## src/rtl/mips32_pkg.sv

```systemverilog
// Shared definitions for the pipe_mips32 integer pipeline and its hazard scheduler.
// Contents: register address width, HLT opcode, in-flight tracker entry type and
// a helper that decides whether an entry represents a trackable GPR write.
package mips32_pkg;

    localparam int unsigned AW     = 5;
    localparam int unsigned NREG   = 1 << AW;
    localparam logic [5:0]  OP_HLT = 6'h3f;

    // One in-flight pipeline slot (EX, MEM or WB)
    typedef struct packed {
        logic          valid;
        logic          wr;
        logic [AW-1:0] rd;
        logic          halt;
    } inflight_t;

    // A write to R0 is architecturally discarded, so it never creates a dependency
    function automatic logic is_pending(input inflight_t e);
        return e.valid & e.wr & (e.rd != '0);
    endfunction

endpackage

```

## src/rtl/mips32_inflight_tracker.sv

```systemverilog
// Three-stage shadow of the EX/MEM/WB destination fields.
// Ports:
//   clk1, rst_n                      clock, synchronous active-low reset
//   in_valid/in_wr/in_rd/in_halt     entry loaded into EX (in_valid=0 loads an empty slot)
//   rs, rt                           source registers to compare against pending writes
//   match_rs, match_rt               source hits a pending write (WB only when WB_BYPASS=0)
//   pend_mask                        one bit per GPR with a pending write in EX, MEM or WB
//   wb_halt                          the WB slot holds an HLT
module mips32_inflight_tracker
    import mips32_pkg::*;
#(
    parameter bit WB_BYPASS = 1'b1
) (
    input  logic            clk1,
    input  logic            rst_n,
    input  logic            in_valid,
    input  logic            in_wr,
    input  logic [AW-1:0]   in_rd,
    input  logic            in_halt,
    input  logic [AW-1:0]   rs,
    input  logic [AW-1:0]   rt,
    output logic            match_rs,
    output logic            match_rt,
    output logic [NREG-1:0] pend_mask,
    output logic            wb_halt
);

    inflight_t ex_q;
    inflight_t mem_q;
    inflight_t wb_q;
    inflight_t ex_in;

    // Empty slot when nothing issues so stale fields never look pending
    always_comb begin
        ex_in = '0;
        if (in_valid) begin
            ex_in.valid = 1'b1;
            ex_in.wr    = in_wr;
            ex_in.rd    = in_rd;
            ex_in.halt  = in_halt;
        end
    end

    // Shift register: advances every cycle
    always_ff @(posedge clk1) begin
        if (!rst_n) begin
            ex_q  <= '0;
            mem_q <= '0;
            wb_q  <= '0;
        end else begin
            wb_q  <= mem_q;
            mem_q <= ex_q;
            ex_q  <= ex_in;
        end
    end

    function automatic logic hit(input inflight_t e, input logic [AW-1:0] x);
        return is_pending(e) && (e.rd == x);
    endfunction

    // WB is ignored when the register file writes before it reads
    function automatic logic src_match(input logic [AW-1:0] x);
        return (x != '0) && (hit(ex_q, x) || hit(mem_q, x) || (!WB_BYPASS && hit(wb_q, x)));
    endfunction

    assign match_rs = src_match(rs);
    assign match_rt = src_match(rt);
    assign wb_halt  = wb_q.valid & wb_q.halt;

    // Debug view of every tracked write, independent of the bypass setting
    always_comb begin
        pend_mask = '0;
        if (is_pending(ex_q))  pend_mask[ex_q.rd]  = 1'b1;
        if (is_pending(mem_q)) pend_mask[mem_q.rd] = 1'b1;
        if (is_pending(wb_q))  pend_mask[wb_q.rd]  = 1'b1;
    end

endmodule

```

## src/rtl/mips32_hazard_scheduler.sv

```systemverilog
// In-order issue scheduler for the 5-stage pipe_mips32 pipeline: stalls ID on a
// read-after-write hazard against EX/MEM(/WB), squashes ID on a taken branch and
// blocks all issue once HLT has issued, reporting halted when HLT reaches WB.
// Ports:
//   clk1, rst_n                  clock, synchronous active-low reset
//   id_*                         decoded fields of the instruction in ID
//   branch_taken                 ID instruction is wrong-path this cycle
//   stall, bubble, issue         combinational pipeline controls
//   halted                       registered, HLT has drained to WB
//   pend_mask                    debug mask of tracked GPR writes
//   stall_cycles                 saturating hazard-stall cycle count
module mips32_hazard_scheduler
    import mips32_pkg::*;
#(
    parameter bit          WB_BYPASS = 1'b1,
    parameter int unsigned CW        = 16
) (
    input  logic            clk1,
    input  logic            rst_n,
    input  logic            id_valid,
    input  logic            id_rs_used,
    input  logic            id_rt_used,
    input  logic [AW-1:0]   id_rs,
    input  logic [AW-1:0]   id_rt,
    input  logic            id_wr_en,
    input  logic [AW-1:0]   id_rd,
    input  logic            id_halt,
    input  logic            branch_taken,
    output logic            stall,
    output logic            bubble,
    output logic            issue,
    output logic            halted,
    output logic [NREG-1:0] pend_mask,
    output logic [CW-1:0]   stall_cycles
);

    logic match_rs;
    logic match_rt;
    logic wb_halt;
    logic hazard;
    logic halt_seen;

    mips32_inflight_tracker #(
        .WB_BYPASS (WB_BYPASS)
    ) u_tracker (
        .clk1      (clk1),
        .rst_n     (rst_n),
        .in_valid  (issue),
        .in_wr     (id_wr_en),
        .in_rd     (id_rd),
        .in_halt   (id_halt),
        .rs        (id_rs),
        .rt        (id_rt),
        .match_rs  (match_rs),
        .match_rt  (match_rt),
        .pend_mask (pend_mask),
        .wb_halt   (wb_halt)
    );

    // Squash takes priority: a wrong-path instruction never raises a hazard
    assign hazard = id_valid & ~branch_taken &
                    ((id_rs_used & match_rs) | (id_rt_used & match_rt));
    assign stall  = hazard | halt_seen;
    // Nothing issues while reset is asserted, so the tracker stays empty
    assign issue  = rst_n & id_valid & ~branch_taken & ~stall;
    assign bubble = ~issue;

    // Halt bookkeeping and saturating stall counter
    always_ff @(posedge clk1) begin
        if (!rst_n) begin
            halt_seen    <= 1'b0;
            halted       <= 1'b0;
            stall_cycles <= '0;
        end else begin
            halt_seen <= halt_seen | (issue & id_halt);
            halted    <= halted | wb_halt;
            if (hazard && !halt_seen && (stall_cycles != {CW{1'b1}})) begin
                stall_cycles <= stall_cycles + CW'(1);
            end
        end
    end

endmodule

```

## config.mk

```make
export PLATFORM = sky130hd
export DESIGN_NAME = mips32_hazard_scheduler
export DESIGN_NICKNAME = d
export VERILOG_FILES = /design/src/rtl/mips32_pkg.sv /design/src/rtl/mips32_inflight_tracker.sv /design/src/rtl/mips32_hazard_scheduler.sv
export SDC_FILE = /design/constraint.sdc
export NUM_CORES = 1
export LEC_CHECK = 0
export ABC_AREA = 0
export CORE_AREA = 2 2 81 83
export DETAILED_ROUTE_END_ITERATION = 10
export DIE_AREA = 0 0 83 85
export HOLD_SLACK_MARGIN = 0.03
export PLACE_DENSITY = 0.76
export SLEW_MARGIN = 20
export SYNTH_ARGS = -nofsm -noshare
export SYNTH_HDL_FRONTEND = slang
export SYNTH_HIERARCHICAL = 1
export SYNTH_SLANG_ARGS = --single-unit
```

## constraint.sdc

```tcl
create_clock -name clk1 -period 3 [get_ports clk1]
set_input_delay 0.3 -clock clk1 [delete_from_list [all_inputs] [get_ports clk1]]
set_output_delay 0.3 -clock clk1 [all_outputs]
set_load 0.01 [all_outputs]
```

Word-level counts from Yosys, hierarchy flattened
Cells that the tools add are included.
W data, S select, Z words.

word-level totals
  output and inout bits = 52
  bits of input ports = 23
  bits in registers = 42
  logic and storage cells = 81

cells by class
  add/sub/neg operators = 1
  bitwise gates (word level) = 24
  multiplexer cells = 10
  reduce and logical (&&, ||, !) cells = 20
  equality and inequality tests = 5
  order comparisons = 6

operators with widths
  cell                     number
  $mux W32                 3
  $or A32 B32 Y32          2
  $reduce_bool A5 Y1       5
  $eq A5 B5 Y1             4
  $lt A5 B6 Y1 const B     3
  $add A16 B1 Y16 const B  1
  $ne A16 B16 Y1 const B   1
  $and A1 B1 Y1            15
  $demux W1 S5             3
  $ge A5 B1 Y1 const B     3
  $logic_and A1 B1 Y1      11
  $mux W8                  1
  $or A1 B1 Y1             4
  $mux W1                  3
  $not A1 Y1               3
  $logic_or A1 B1 Y1       2
  $reduce_and A2 Y1        1
  $logic_not A1 Y1         1

Logic depth before layout (Yosys ltp)
Gate-level depths: netlist (run 1).

  depth after elaboration = 13
  depth in mapped cells = 10
  mapped depth without buffers = 8

By module
Netlist (run 1), hierarchy kept.

modules (own cells, without submodules)
  module                   cells an instance  sequential area each (um^2)  area an instance (um^2)  times used
  mips32_inflight_tracker  227                480.5                        1,898.1                  1
  mips32_hazard_scheduler  113                360.3                        932.1                    1

Worst setup path after synthesis (run 1)
No wires, ideal clock.

  path type = register to register
  from = register u_tracker/mem_q[5] in the netlist's numbering
  to = register stall_cycles[14]
  data required time = 2,930 ps
  path buffers = 2
  clock period less this slack = 2,381 ps
  data arrival time = 2,311 ps
  setup time = 70 ps
  setup slack = 619 ps
  stages on the path, launching flop included = 11
  path through = dfxtp_1 -> buf_4 -> xor2_1 -> nor3_1 -> nand3_1 -> o22ai_1 -> a22oi_1 -> or4_1 -> buf_2 -> or4_1 -> a21oi_1

between the ends
  longest elaborated chain between the ends = 10
  elaborated cells on any way between the ends = 16
  those cells by class = eq/ne: 2; bitwise: 5; reduce/logical: 9

RTL lines
  item                                  line                           source
  start: declaration                    mips32_inflight_tracker.sv:29  inflight_t mem_q;
  start signal: assignment              mips32_inflight_tracker.sv:52  mem_q <= ex_q;
  $reduce_bool A5 Y1                    mips32_pkg.sv:20               return e.valid & e.wr & (e.rd != '0);
  $and A1 B1 Y1                         mips32_pkg.sv:20
  $logic_and A1 B1 Y1 (*)               mips32_inflight_tracker.sv:58  return is_pending(e) && (e.rd == x);
  $logic_or A1 B1 Y1 (*)                mips32_inflight_tracker.sv:63  return (x != '0) && (hit(ex_q, x) || hit(mem_q, x) || (!WB_BYPASS && hit(wb_q, x)));
  $logic_and A1 B1 Y1 (*)               mips32_inflight_tracker.sv:63
  via match_rs                          mips32_hazard_scheduler.sv:37  logic match_rs;
  $and A1 B1 Y1 (*)                     mips32_hazard_scheduler.sv:62  ((id_rs_used & match_rs) | (id_rt_used & match_rt));
  $or A1 B1 Y1 (*)                      mips32_hazard_scheduler.sv:62
  $and A1 B1 Y1 (*)                     mips32_hazard_scheduler.sv:61  assign hazard = id_valid & ~branch_taken &
  $logic_and A1 B1 Y1 (*) (2 in a row)  mips32_hazard_scheduler.sv:77  if (hazard && !halt_seen && (stall_cycles != {CW{1'b1}})) begin
  end signal: assignment                mips32_hazard_scheduler.sv:78  stall_cycles <= stall_cycles + CW'(1);
  end: declaration                      mips32_hazard_scheduler.sv:34  output logic [CW-1:0] stall_cycles

The timed path passes the listed nets; every way through them passes the cells marked *.
A chain may end at the register's enable or synchronous reset.

Worst setup path in the final report (run 1)
  from = input id_rs[3]
  to = output bubble

between the ends
  longest elaborated chain between the ends = 11
  elaborated cells on any way between the ends = 14
  those cells by class = eq/ne: 2; bitwise: 7; reduce/logical: 5

RTL lines
  item                     line                           source
  start: declaration       mips32_hazard_scheduler.sv:23  input logic [AW-1:0] id_rs,
  $eq A5 B5 Y1             mips32_inflight_tracker.sv:58
  $logic_and A1 B1 Y1      mips32_inflight_tracker.sv:58
  $logic_or A1 B1 Y1       mips32_inflight_tracker.sv:63
  $logic_and A1 B1 Y1 (*)  mips32_inflight_tracker.sv:63
  via match_rs             mips32_hazard_scheduler.sv:37
  $and A1 B1 Y1 (*)        mips32_hazard_scheduler.sv:62
  $or A1 B1 Y1 (*)         mips32_hazard_scheduler.sv:62
  $and A1 B1 Y1 (*)        mips32_hazard_scheduler.sv:61
  $or A1 B1 Y1 (*)         mips32_hazard_scheduler.sv:63  assign stall = hazard | halt_seen;
  $not A1 Y1 (*)           mips32_hazard_scheduler.sv:65  assign issue = rst_n & id_valid & ~branch_taken & ~stall;
  $and A1 B1 Y1 (*)        mips32_hazard_scheduler.sv:65
  $not A1 Y1 (*)           mips32_hazard_scheduler.sv:66  assign bubble = ~issue;
  end: declaration         mips32_hazard_scheduler.sv:30  output logic bubble,

Marked as above.

==> results of run 1 <==
## metal layers
metal | vias up | part of all wire | global-route usage | wire length, microns
met3 | 14 | 0.065 | 0.03696 | 518
met4 | 0 | 0.014 | 0.08793 | 116
li1 | 1405 | - | - | -
met1 | 1347 | 0.42 | 0.2743 | 3394
met2 | 139 | 0.50 | 0.4018 | 3984
met5 | - | 0 | 0 | 0
## repair_timing
item                                    in CTS  in global routing
gates resized for setup                      4                  5
buffers inserted                             0                  2
pin swaps                                    0                  3
endpoints found under the setup margin       2                  2
## critical path, delay by kind of cell
family	cells	cell delay [ns]
and+or+nand+nor	3	0.58
AOI/OAI and AO/OA	3	0.53
buffers and inverters	3	1.04
xor gates and xnor gates	1	0.16
## flip-flops by register name (all words and copies together), names as in the netlist
register / flops
u_tracker/wb_q: 8
halted: 1
halt_seen: 1
u_tracker/ex_q: 8
u_tracker/mem_q: 8
stall_cycles: 16
## layout make-up
cell class                 count  area (sq um)  share of cell area
clock buffer                   6         82.58             0.02217
tap                           77         96.34             0.02586
multi-input combinational    267          1817              0.4877
sequential                    42         847.1              0.2274
timing repair buffer          86         828.3              0.2224
inverter                      11         41.29             0.01108
clock inverter                 2         12.51            0.003359
## cells in the mapped netlist (6+ instances only)
| library cell | number | area, sq um |
|---|---|---|
| a21oi_1 | 13 | 65.06 |
| a22oi_1 | 22 | 165.2 |
| and2_1 | 18 | 112.6 |
| and3_1 | 11 | 68.82 |
| buf_4 | 8 | 60.06 |
| dfxtp_1 | 42 | 840.8 |
| inv_1 | 9 | 33.78 |
| nand2_1 | 25 | 93.84 |
| nand3_1 | 17 | 85.08 |
| nand4_1 | 6 | 37.54 |
| nor2_1 | 15 | 56.30 |
| nor3_1 | 9 | 45.04 |
| o21ai_0 | 25 | 125.1 |
| o31ai_1 | 7 | 52.55 |
| or3_1 | 6 | 37.54 |
| or4_1 | 7 | 52.55 |
| xnor2_1 | 8 | 70.07 |
| xor2_1 | 12 | 105.1 |
## kinds of logic after synthesis
logic type,synth area share
XOR/XNOR,0.06189
adder cells (fa/ha/maj),0.004420
AND/OR/NAND/NOR,0.3555
AO/OA/AOI/OAI,0.2126
buffers and inverters,0.06719
other,0.001325
flip-flops,0.2971
## worst paths after layout
path	cells past startpoint	to	slack [ns]
worst min register to register	1	u_tracker/mem_q[0]$_SDFF_PN0_	0.44
worst min-delay path	1	u_tracker/mem_q[0]$_SDFF_PN0_	0.44
worst max register to register	8	stall_cycles[10]$_SDFFE_PN0P_	0.41
worst max-delay path	10	bubble	0.09
## stage by stage
stage,hold slack (ns),setup WS (ns),std cells,utilization
floorplan,0.4119,0.6186,340,-
global placement,0.4293,0.09170,481,0.5787
detailed placement,0.4306,-0.0001588,481,0.5787
CTS,0.4550,0.006564,489,0.5949
global route,0.4789,-0.001306,491,0.6003
finish,0.4418,0.08674,491,0.6003
## where the power goes
| group | internal (W) | switching [W] |
|---|---|---|
| Sequential | 0.000561 | 0.00000778 |
| Combinational | 0.0000491 | 0.0000374 |
| Clock | 0.000185 | 0.000199 |
==> results.json, run 1 <==
{
  "vias": 2905,
  "arrival_ns": 2.61,
  "clock_sinks": 42,
  "critPathSlowestCell": "clkdlybuf4s50_1",
  "tightest_slew_ns": 0.5467,
  "fin_nets": 437,
  "syn2layout_area_growth_pct": 31.61,
  "startpoint_type": "input pin",
  "ant_nets": 0,
  "leakagePower_nw": 1.274,
  "placed_area_sq_um": 3591,
  "slew_headroom": 0.6347,
  "crit_path_start": "id_rs[3]",
  "port_buffers": 73,
  "synth_edf_count": 0,
  "syn_area_sq_um": 2830,
  "drc": 0,
  "critPathMaxStageDelay_ns": 0.53,
  "final_common_cell": "clkdlybuf4s50_1",
  "ys.flop_type": "dfxtp_1",
  "rows": 29,
  "start_util": 0.4561,
  "finalSetupViolCount": 0,
  "hpwl_microns": 6055,
  "cts_buffer_depth": 2,
  "synth_area_per_cell_sq_um": 8.324,
  "cts_buffers": 5,
  "antenna_found_initial": 0,
  "maxCapViolCount": 0,
  "min_from": "u_tracker/ex_q[0]$_SDFF_PN0_",
  "total_power_w": 0.001040,
  "tns_ns": 0,
  "wl_per_cell_microns": 16.32,
  "first_global_vias": 2762,
  "power_per_cell_area_nw_per_um2": 279.1,
  "crit_fanout": 6,
  "required_ns": 2.70,
  "cts_tree": "done",
  "critPathMostFrequentCell": "clkdlybuf4s50_1",
  "syn_inst": 340,
  "root_buffer": "clkbuf_8",
  "grt_util_all_layers": 0.2262,
  "min_path_type": "flip-flop to flip-flop",
  "clk_pin_slew_ns": 0.08,
  "crit_type": "input pin to primary output",
  "dieWidth_microns": 83,
  "status": "complete, no violations",
  "dr.pass1.iters": 6,
  "grt.overflow.total": 0,
  "totalWireLength_microns": 8014,
  "min_period_ns": 2.913,
  "htree_levels": 2,
  "core_region_area_sq_um": 6205,
  "path_cells": "clkdlybuf4s50_1 -> xor2_1 -> nor3_1 -> nand3_1 -> o22ai_2 -> a22o_1 -> a21oi_2 -> and3_2 -> inv_1 -> clkdlybuf4s50_1",
  "post-route-cell-area_sq_um": 3725,
  "fill_cells": 542,
  "max_freq_ghz": 0.3433,
  "synth_seq_cells": 42,
  "yosys_warnings": 6,
  "finalMaxSlewViolations": 0,
  "clkLatencyLatePin_ns": 0.30,
  "grt_max_degree": 31,
  "drtIter0Drc": 217,
  "skew_ns": 0.006670,
  "place_congestion": 0.9751,
  "timing.final.hold_violations": 0,
  "async_flop_share": 0,
  "grt_pass1_wl_microns": 13210,
  "viasPerCell": 5.916,
  "die_h_microns": 85,
  "dieArea_sq_um": 7055,
  "synth_cell_type_count": 61,
  "finalCritPeriodShare": 0.9711,
  "ctsHoldBuffers": 0,
  "reg2reg_from": "u_tracker/mem_q[5]$_SDFF_PN0_",
  "synth_nets": 364,
  "seq_area_frac_synth": 0.2971,
  "worst_setup_path_end_kind": "primary output",
  "layout_common_cells": "clkdlybuf4s50_1, dfxtp_1, o21ai_0, nand2_1, a22oi_1",
  "antenna_cells": 0,
  "boundaryPins": 75,
  "layout-drive-gt1-share": 0.1401,
  "peakVddDrop_mv": 0.2241
}
Power figures use the tool's default switching activity.
==> inputs of run 2 (changes only) <==
==> constraint.sdc (replaced) <==
create_clock -name clk1 -period 3 [get_ports clk1]
set_input_delay 0.6 -clock clk1 [delete_from_list [all_inputs] [get_ports clk1]]
set_output_delay 0.6 -clock clk1 [all_outputs]
set_load 0.01 [all_outputs]
==> run 2 against run 1 <==
Sequential share of layout area is 0.88 points lower. Combinational power is 8.1% higher. Fmax is 1.6% lower. First-iteration DRC count is 23% lower. Final cell count is 3.1% higher. Cell area is 3.3% higher. Die area stayed put. Register-to-register slack worse by 0.03 ns. Utilization is 2.0 points higher. Flip-flop and latch count stayed put. Critical path depth stayed put. Non-clock buffer count is 16 higher. Largest power group unchanged. Highest routed layer unchanged.
==> results.json, run 2 (synthesis results as in run 1) <==
{
  "timing.final.hold_violations": 0,
  "wl_met2_microns": 3912,
  "port_buffers": 73,
  "leakagePower_nw": 1.405,
  "status": "complete, no violations",
  "tightest_slew_ns": 0.6203,
  "hpwl_microns": 6023,
  "finalSetupViolCount": 0,
  "cts_tree": "done",
  "fin_hold_ws_ns": 0.4455,
  "reg2reg_setup_slack_ns": 0.38,
  "multiInputGateArea_sq_um": 1833,
  "drc": 0,
  "clock_sinks": 42,
  "viasPerCell": 5.856,
  "wl_met3_microns": 582,
  "grt_util_all_layers": 0.2290,
  "largest-register": "stall_cycles",
  "r2r_cells": 9,
  "antenna_cells": 0,
  "r2r-end": "stall_cycles[14]$_SDFFE_PN0P_",
  "totalWireLength_microns": 8060,
  "final_common_cell": "clkdlybuf4s50_1",
  "grt_max_degree": 31,
  "maxCapViolCount": 0,
  "crit_fanout": 2,
  "fin_nets": 453,
  "slew_headroom": 0.5842,
  "drtIter0Drc": 168,
  "clkLatencyLatePin_ns": 0.29,
  "first_global_vias": 2900,
  "place_congestion": 1.033,
  "fill_cells": 559,
  "dieArea_sq_um": 7055,
  "ant_nets": 0,
  "top_layer_used": "met4",
  "min_period_ns": 2.962,
  "holdPathStages": 1,
  "whs_endpoint": "u_tracker/wb_q[0]$_SDFF_PN0_",
  "power_per_cell_area_nw_per_um2": 260.5,
  "layout-drive-gt1-share": 0.1655,
  "vias": 2963,
  "cts_buffers": 5,
  "root_buffer": "clkbuf_8",
  "max_freq_ghz": 0.3376,
  "placed_area_sq_um": 3711,
  "core_region_area_sq_um": 6205,
  "peakVddDrop_mv": 0.2254,
  "finalMaxSlewViolations": 0,
  "min_path_type": "flip-flop to flip-flop",
  "largest_reg_flops": 16,
  "syn2layout_area_growth_pct": 35.90,
  "start_util": 0.4561,
  "finalCritPeriodShare": 0.9873,
  "grt.overflow.total": 0,
  "min_from": "u_tracker/mem_q[0]$_SDFF_PN0_",
  "ctsHoldBuffers": 0,
  "boundaryPins": 75,
  "layout_common_cells": "clkdlybuf4s50_1, dfxtp_1, buf_4, o21ai_0, nand2_1",
  "dieWidth_microns": 83,
  "arrival_ns": 2.36,
  "dr.pass1.iters": 5,
  "reg2reg_from": "u_tracker/ex_q[4]$_SDFF_PN0_",
  "post-route-cell-area_sq_um": 3846,
  "crit_type": "input pin to primary output",
  "seqCellArea_sq_um": 840.8,
  "worst_setup_path_end_kind": "primary output",
  "tns_ns": 0,
  "required_ns": 2.40,
  "clk_pin_slew_ns": 0.07,
  "grt_pass1_wl_microns": 13550,
  "rows": 29,
  "skew_ns": 0.006474,
  "wl_met1_microns": 3368,
  "htree_levels": 2,
  "wl_per_cell_microns": 15.93,
  "die_h_microns": 85,
  "cts_buffer_depth": 2,
  "startpoint_type": "input pin",
  "antenna_found_initial": 0
}
## run 2: how the worst max path moves through the flow
stage | start | endpoint | slack, ns
detailed placement | id_rs[2] | bubble | -0.37
CTS | id_rs[4] | issue | 0.01
global route | id_rs[1] | bubble | -0.01
floorplan | id_rs[2] | stall_cycles[14]$_SDFFE_PN0P_ | 0.49
global placement | id_rs[2] | bubble | -0.32
finish | id_rt[2] | stall | 0.04
## run 2: power breakdown
group	leakage, nW	internal [W]	switching, W
Clock	0.0438	0.000156	0.000185
Combinational	1.02	0.0000517	0.0000420
Sequential	0.339	0.000561	0.00000596
Total	1.41	0.000769	0.000233
## run 2: worst max-delay path, cell delays in order
cell	delay, ns
dlygate4sd2_1	0.27
xor2_1	0.17
nor3_2	0.23
nand3_1	0.14
o22ai_2	0.21
a22o_1	0.21
a21oi_2	0.08
buf_4	0.13
inv_1	0.05
dlygate4sd2_1	0.27
## run 2: area by class of cell
class,count,share of cell area
multi-input combinational,267,0.4766
timing repair buffer,102,0.2485
sequential,42,0.2186
tap,77,0.02505
clock buffer,5,0.01789
inverter,11,0.01074
clock inverter,2,0.002602
## run 2: stage by stage
step,total power (W),std cells,utilization,setup slack [ns]
detailed placement,0.0006752,497,0.5981,-0.3741
global placement,0.0006738,497,0.5981,-0.3196
global route,0.001048,506,0.6199,-0.01325
CTS,0.001016,505,0.6136,0.01045
floorplan,0.0006184,340,-,0.4865
finish,0.001002,506,0.6199,0.03811
## run 2: routing by layer
layer | up-vias | global-route usage
met5 | - | 0
met2 | 145 | 0.4084
li1 | 1432 | -
met3 | 20 | 0.04377
met1 | 1366 | 0.2806
met4 | 0 | 0.06855
## run 2: repair_timing
item,in CTS,in global routing
gates resized for setup,12,9
setup endpoints to repair,3,4
endpoints found under the hold margin,0,0
buffers inserted,1,1
pin swaps,3,8
cloned,0,0
